**src/rtl/register_file.sv**
```systemverilog
// register_file: four-entry, DATA_WIDTH-bit register file for the 2-bit-addressed
// CPU datapath. Writes are staged through a one-entry writeback latch before they
// reach the array. Both read ports are combinational and bypass the incoming write
// and the latch, so a write can be read back in the cycle it is accepted.
module register_file #(
  parameter int DATA_WIDTH = 16
) (
  input  logic                  Clk,
  input  logic                  Reset_n,
  input  logic                  Clear,
  input  logic                  RegWrite,
  input  logic [1:0]            Write_Register,
  input  logic [DATA_WIDTH-1:0] Write_Data,
  output logic                  Write_Ready,
  input  logic                  Stall,
  input  logic [1:0]            Read_Register1,
  input  logic [1:0]            Read_Register2,
  output logic [DATA_WIDTH-1:0] Read_Data1,
  output logic [DATA_WIDTH-1:0] Read_Data2,
  output logic [3:0]            Pending,
  output logic [7:0]            Write_Count
);

  // Register array and writeback latch.
  logic [DATA_WIDTH-1:0] regs [4];
  logic                  wb_valid;
  logic [1:0]            wb_addr;
  logic [DATA_WIDTH-1:0] wb_data;

  // Handshake terms for the current cycle.
  logic accept;
  logic commit;

  // One read port: incoming accepted write wins, then the latch, then the array.
  function automatic logic [DATA_WIDTH-1:0] read_port(
    input logic [1:0]            idx,
    input logic                  acc,
    input logic [1:0]            w_addr,
    input logic [DATA_WIDTH-1:0] w_data,
    input logic                  l_valid,
    input logic [1:0]            l_addr,
    input logic [DATA_WIDTH-1:0] l_data,
    input logic [DATA_WIDTH-1:0] arr_val
  );
    if (acc && (w_addr == idx)) begin
      return w_data;
    end else if (l_valid && (l_addr == idx)) begin
      return l_data;
    end else begin
      return arr_val;
    end
  endfunction

  // The latch can take a new write unless it is full and held by Stall.
  // NOTE: every output of an always_comb is assigned on every path (here
  // unconditionally), so no latch is inferred.
  always_comb begin
    Write_Ready = !(wb_valid && Stall);
    accept      = RegWrite && Write_Ready;
    commit      = wb_valid && !Stall;
  end

  // Bypassed combinational reads; Clear does not affect them until its edge.
  always_comb begin
    Read_Data1 = read_port(Read_Register1, accept, Write_Register, Write_Data,
                           wb_valid, wb_addr, wb_data, regs[Read_Register1]);
    Read_Data2 = read_port(Read_Register2, accept, Write_Register, Write_Data,
                           wb_valid, wb_addr, wb_data, regs[Read_Register2]);
  end

  // One-hot mask of the index waiting in the latch.
  always_comb begin
    Pending = wb_valid ? (4'b0001 << wb_addr) : 4'b0000;
  end

  // Writeback latch: Clear empties it; otherwise an accept reloads it (even on a
  // commit edge) and a commit without an accept empties it.
  // NOTE: sequential state uses non-blocking assignments so every flop samples
  // the pre-edge values of its inputs.
  always_ff @(posedge Clk or negedge Reset_n) begin
    if (!Reset_n) begin
      wb_valid <= 1'b0;
      wb_addr  <= 2'd0;
      wb_data  <= '0;
    end else if (Clear) begin
      wb_valid <= 1'b0;
    end else if (accept) begin
      wb_valid <= 1'b1;
      wb_addr  <= Write_Register;
      wb_data  <= Write_Data;
    end else if (commit) begin
      wb_valid <= 1'b0;
    end
  end

  // Register array: committed latch contents land here; reset and Clear zero it.
  // NOTE: the array is only four words, and a known-zero state after reset is
  // architecturally visible, so it lives in resettable flops rather than a RAM.
  always_ff @(posedge Clk or negedge Reset_n) begin
    if (!Reset_n) begin
      for (int i = 0; i < 4; i++) regs[i] <= '0;
    end else if (Clear) begin
      for (int i = 0; i < 4; i++) regs[i] <= '0;
    end else if (commit) begin
      regs[wb_addr] <= wb_data;
    end
  end

  // Committed-write counter, wrapping modulo 256.
  always_ff @(posedge Clk or negedge Reset_n) begin
    if (!Reset_n) begin
      Write_Count <= 8'd0;
    end else if (Clear) begin
      Write_Count <= 8'd0;
    end else if (commit) begin
      Write_Count <= Write_Count + 8'd1;
    end
  end

endmodule

```
**config.mk**
```make
export PLATFORM = sky130hd
export DESIGN_NAME = register_file
export DESIGN_NICKNAME = d
export VERILOG_FILES = /design/src/rtl/register_file.sv
export SDC_FILE = /design/constraint.sdc
export NUM_CORES = 1
export LEC_CHECK = 0
export CAP_MARGIN = 20
export CORE_AREA = 2 2 107 109
export DETAILED_ROUTE_END_ITERATION = 10
export DIE_AREA = 0 0 109 111
export HOLD_SLACK_MARGIN = 0.1
export PLACE_DENSITY = 0.78
export SYNTH_ARGS = -nofsm -noshare
export SYNTH_HDL_FRONTEND = slang
export SYNTH_SLANG_ARGS = --single-unit
```
**constraint.sdc**
```tcl
create_clock -name Clk -period 2.6 [get_ports Clk]
set_input_delay 0.52 -clock Clk [delete_from_list [all_inputs] [get_ports Clk]]
set_output_delay 0.52 -clock Clk [all_outputs]
set_load 0.03 [all_outputs]
```
==> flow_summary.ini <==
[timing]
tns_ns = 0
max-slew-margin-rel_pct = 50.7
skew_ns = 0.00779
worst_slew_pin_slew_ns = 0.740
slew_viol_final = 0
timing.fmax_mhz = 387
min_period_over_period_pct = 99.3
rsz0062_at_grt = true
period_needed_ns = 2.58
finalSetupViolations = 0
hold_viol = 0

[logic_synthesis]
ys_seq_area_share_pct = 38.3
synth_area_leaders = dfrtp_1 38%, mux4_2 12%, nand2_1 8.3%
synth_common_cells = 131 x nand2_1, 91 x dfrtp_1, 70 x a21oi_1
synth_warnings = 0
synth_cell_types = 45
synth_area_leader_cell = dfrtp_1
synth_top_area_share_pct = 38.3
synth_seq_cells = 91
async_reset_ff_share_pct = 100
synth-edff-count = 0
syn_inst = 587
synth_top_flop_cell = dfrtp_1
synth_area_um2 = 5940
synth_most_common_cell = nand2_1
syn-num-nets = 615
synth.avg_cell_area_um2 = 10.1

[floorplanning]
num_io_pins = 72
fp.dieW_um = 109
die_h_um = 111
dieArea_um2 = 12100
core.rowCount = 39
start_util_pct = 53.6
core_region_area_um2 = 11100

[finish]
nFillCells = 743
fin_cells = 808
drive_above_1_share_pct = 31.4
area_delta_synth_final_pct = 27.7
antenna_cells = 0
fin_nets = 688
final_util_pct = 68.5

[placement]
gp_congestion = 0.921
hpwl_um = 11300
io_buffers = 71
placed_cells = 781

[clocking]
clock_sinks = 91
worstSkewPairLatency_ns = 0.35
cts_tree = done
cts_buffer_depth = 2
root_buffer = clkbuf_16
htreeDepth = 3
numCtsBuffers = 9
clk_pin_slew_ns = 0.06

[grt]
grt_pass1_wl_um = 29900
antenna_found_initial = 0
grt_pass1_vias = 5625
grt_util_all_layers_pct = 32.2
grt_max_degree = 74
overflow = 0

[power]
peakVddDrop_mv = 0.424
p_leak_nw = 2.83
p_per_area_nw_per_um2 = 554

[routing]
via_per_inst = 6.84
routed_wl_um = 18600
highest_layer = met4
first_pass_iters = 6
drt-initial-drc-count = 889
num_vias = 5525
dr_wl_met2_um = 9080
wl_met3_um = 1850
drc = 0
wl_met1_um = 6830
ant_nets = 0
wl_per_cell_um = 23.0

[critical_path]
crit_fanout = 9
worstPathArrival_ns = 2.06
path_cells = clkdlybuf4s15_2 -> bufbuf_16 -> mux4_2 -> o31ai_1 -> a31oi_1 -> buf_4
slowest_delay_ns = 0.54
cp.required_ns = 2.08
start_kind = primary input
cp-startpoint = Read_Register1[0]
critical_path_class = primary input to output pin
crit_path_end_kind = output pin
timing.rr.start = wb_addr[0]$_DFFE_PN0P_
crit_slowest_cell = mux4_2

[hold_path]
min_from = regs[9]$_DFFE_PN0P_
hold_path_class = flop to flop

[status]
status = completed

[run]
drv_cap = 0
==> critical path: cells and delay by family <==
| family | cells | cell delay [ns] |
|---|---|---|
| compound gates | 2 | 0.24 |
| buf+inv | 3 | 0.77 |
| mux | 1 | 0.54 |
==> final timing paths <==
check                                        endpoint  slack [ns]  cells after the start
min reg2reg                       regs[9]$_DFFE_PN0P_        0.54                      2
min                               regs[9]$_DFFE_PN0P_        0.54                      2
max                                     Read_Data1[3]        0.02                      6
min in group asynchronous  Write_Count[1]$_DFFE_PN0P_        0.61                      2
max reg2reg                      regs[56]$_DFFE_PN0P_        0.82                      5
max in group asynchronous     wb_data[13]$_DFFE_PN0P_        1.33                      3
==> power breakdown <==
part           leakage (nW)  switching (mW)  total (mW)  internal (mW)
registers              1.23           0.155        1.65           1.49
logic                  1.48           0.741        1.29          0.553
clock network         0.128           0.563        1.26          0.701
total                  2.83            1.46        4.20           2.74
==> state kept, by name (all words and copies together), names as in the netlist <==
signal,flops
Write_Count,8
regs,64
wb_addr,2
wb_data,16
wb_valid,1
==> kinds of logic after synthesis <==
logic type      share of synthesized area [%]
compound gates                           16.1
flops                                    38.3
fa+ha+maj                               0.211
xor+xnor                                 4.40
simple gates                             18.9
buf+inv                                  6.32
mux                                      15.7
==> layout make-up <==
type | count | area [µm²] | area share (%)
multi-input cells | 431 | 3510 | 46.2
flip-flops and latches | 91 | 2280 | 30.0
clock buffers | 13 | 260 | 3.43
inverters | 2 | 7.51 | 0.0990
well taps | 143 | 179 | 2.36
repair buffers | 125 | 1330 | 17.6
clock inverters | 3 | 22.5 | 0.297
==> layer usage <==
metal | vias to the layer above | track usage (%)
met5 | - | 0
met4 | 0 | 16.8
met3 | 89 | 5.70
met2 | 386 | 50.9
met1 | 2684 | 42.1
li1 | 2366 | -
==> cell usage in the layout, fill, tap and decap left out, types with 3 or more instances in the layout <==
master and instances:
nand2_1 131, dfrtp_1 90, a21oi_1 70, buf_4 60
nand4_1 33, mux4_2 32, o31ai_1 31, clkdlybuf4s50_1 25
nor4_1 23, a31oi_2 20, buf_12 16, mux2_2 12
buf_6 10, clkbuf_16 9, nor4_2 8, a31oi_4 7
mux2_1 6, dlygate4sd2_1 6, a31oi_1 5, nor2_1 5
xor2_2 4, xor2_4 3, o31ai_2 3, xnor2_4 3
xor2_1 3, o21ai_0 3, or3_1 3, clkinvlp_4 3
buf_16 3
==> through the flow <==
stage	hold WS [ns]	setup WS (ns)	power [mW]	instance area [µm²]
after floorplan	0.224	0.114	2.32	5940
after global placement	0.437	-0.243	2.73	6860
after detailed placement	0.436	-0.323	2.76	6860
after CTS	0.539	0.0237	4.16	7580
after global routing	0.563	-0.0864	4.33	7590
final	0.543	0.0190	4.20	7590
==> timing repair <==
item,4_1_cts,5_1_grt
hold endpoints to repair,20,0
gates resized for setup,54,2
gates cloned,4,0
setup endpoints to repair,32,27
hold buffers,1,0
buffers inserted,6,0
pin swaps,8,0
Note: power is estimated with default switching activity, not from simulation.
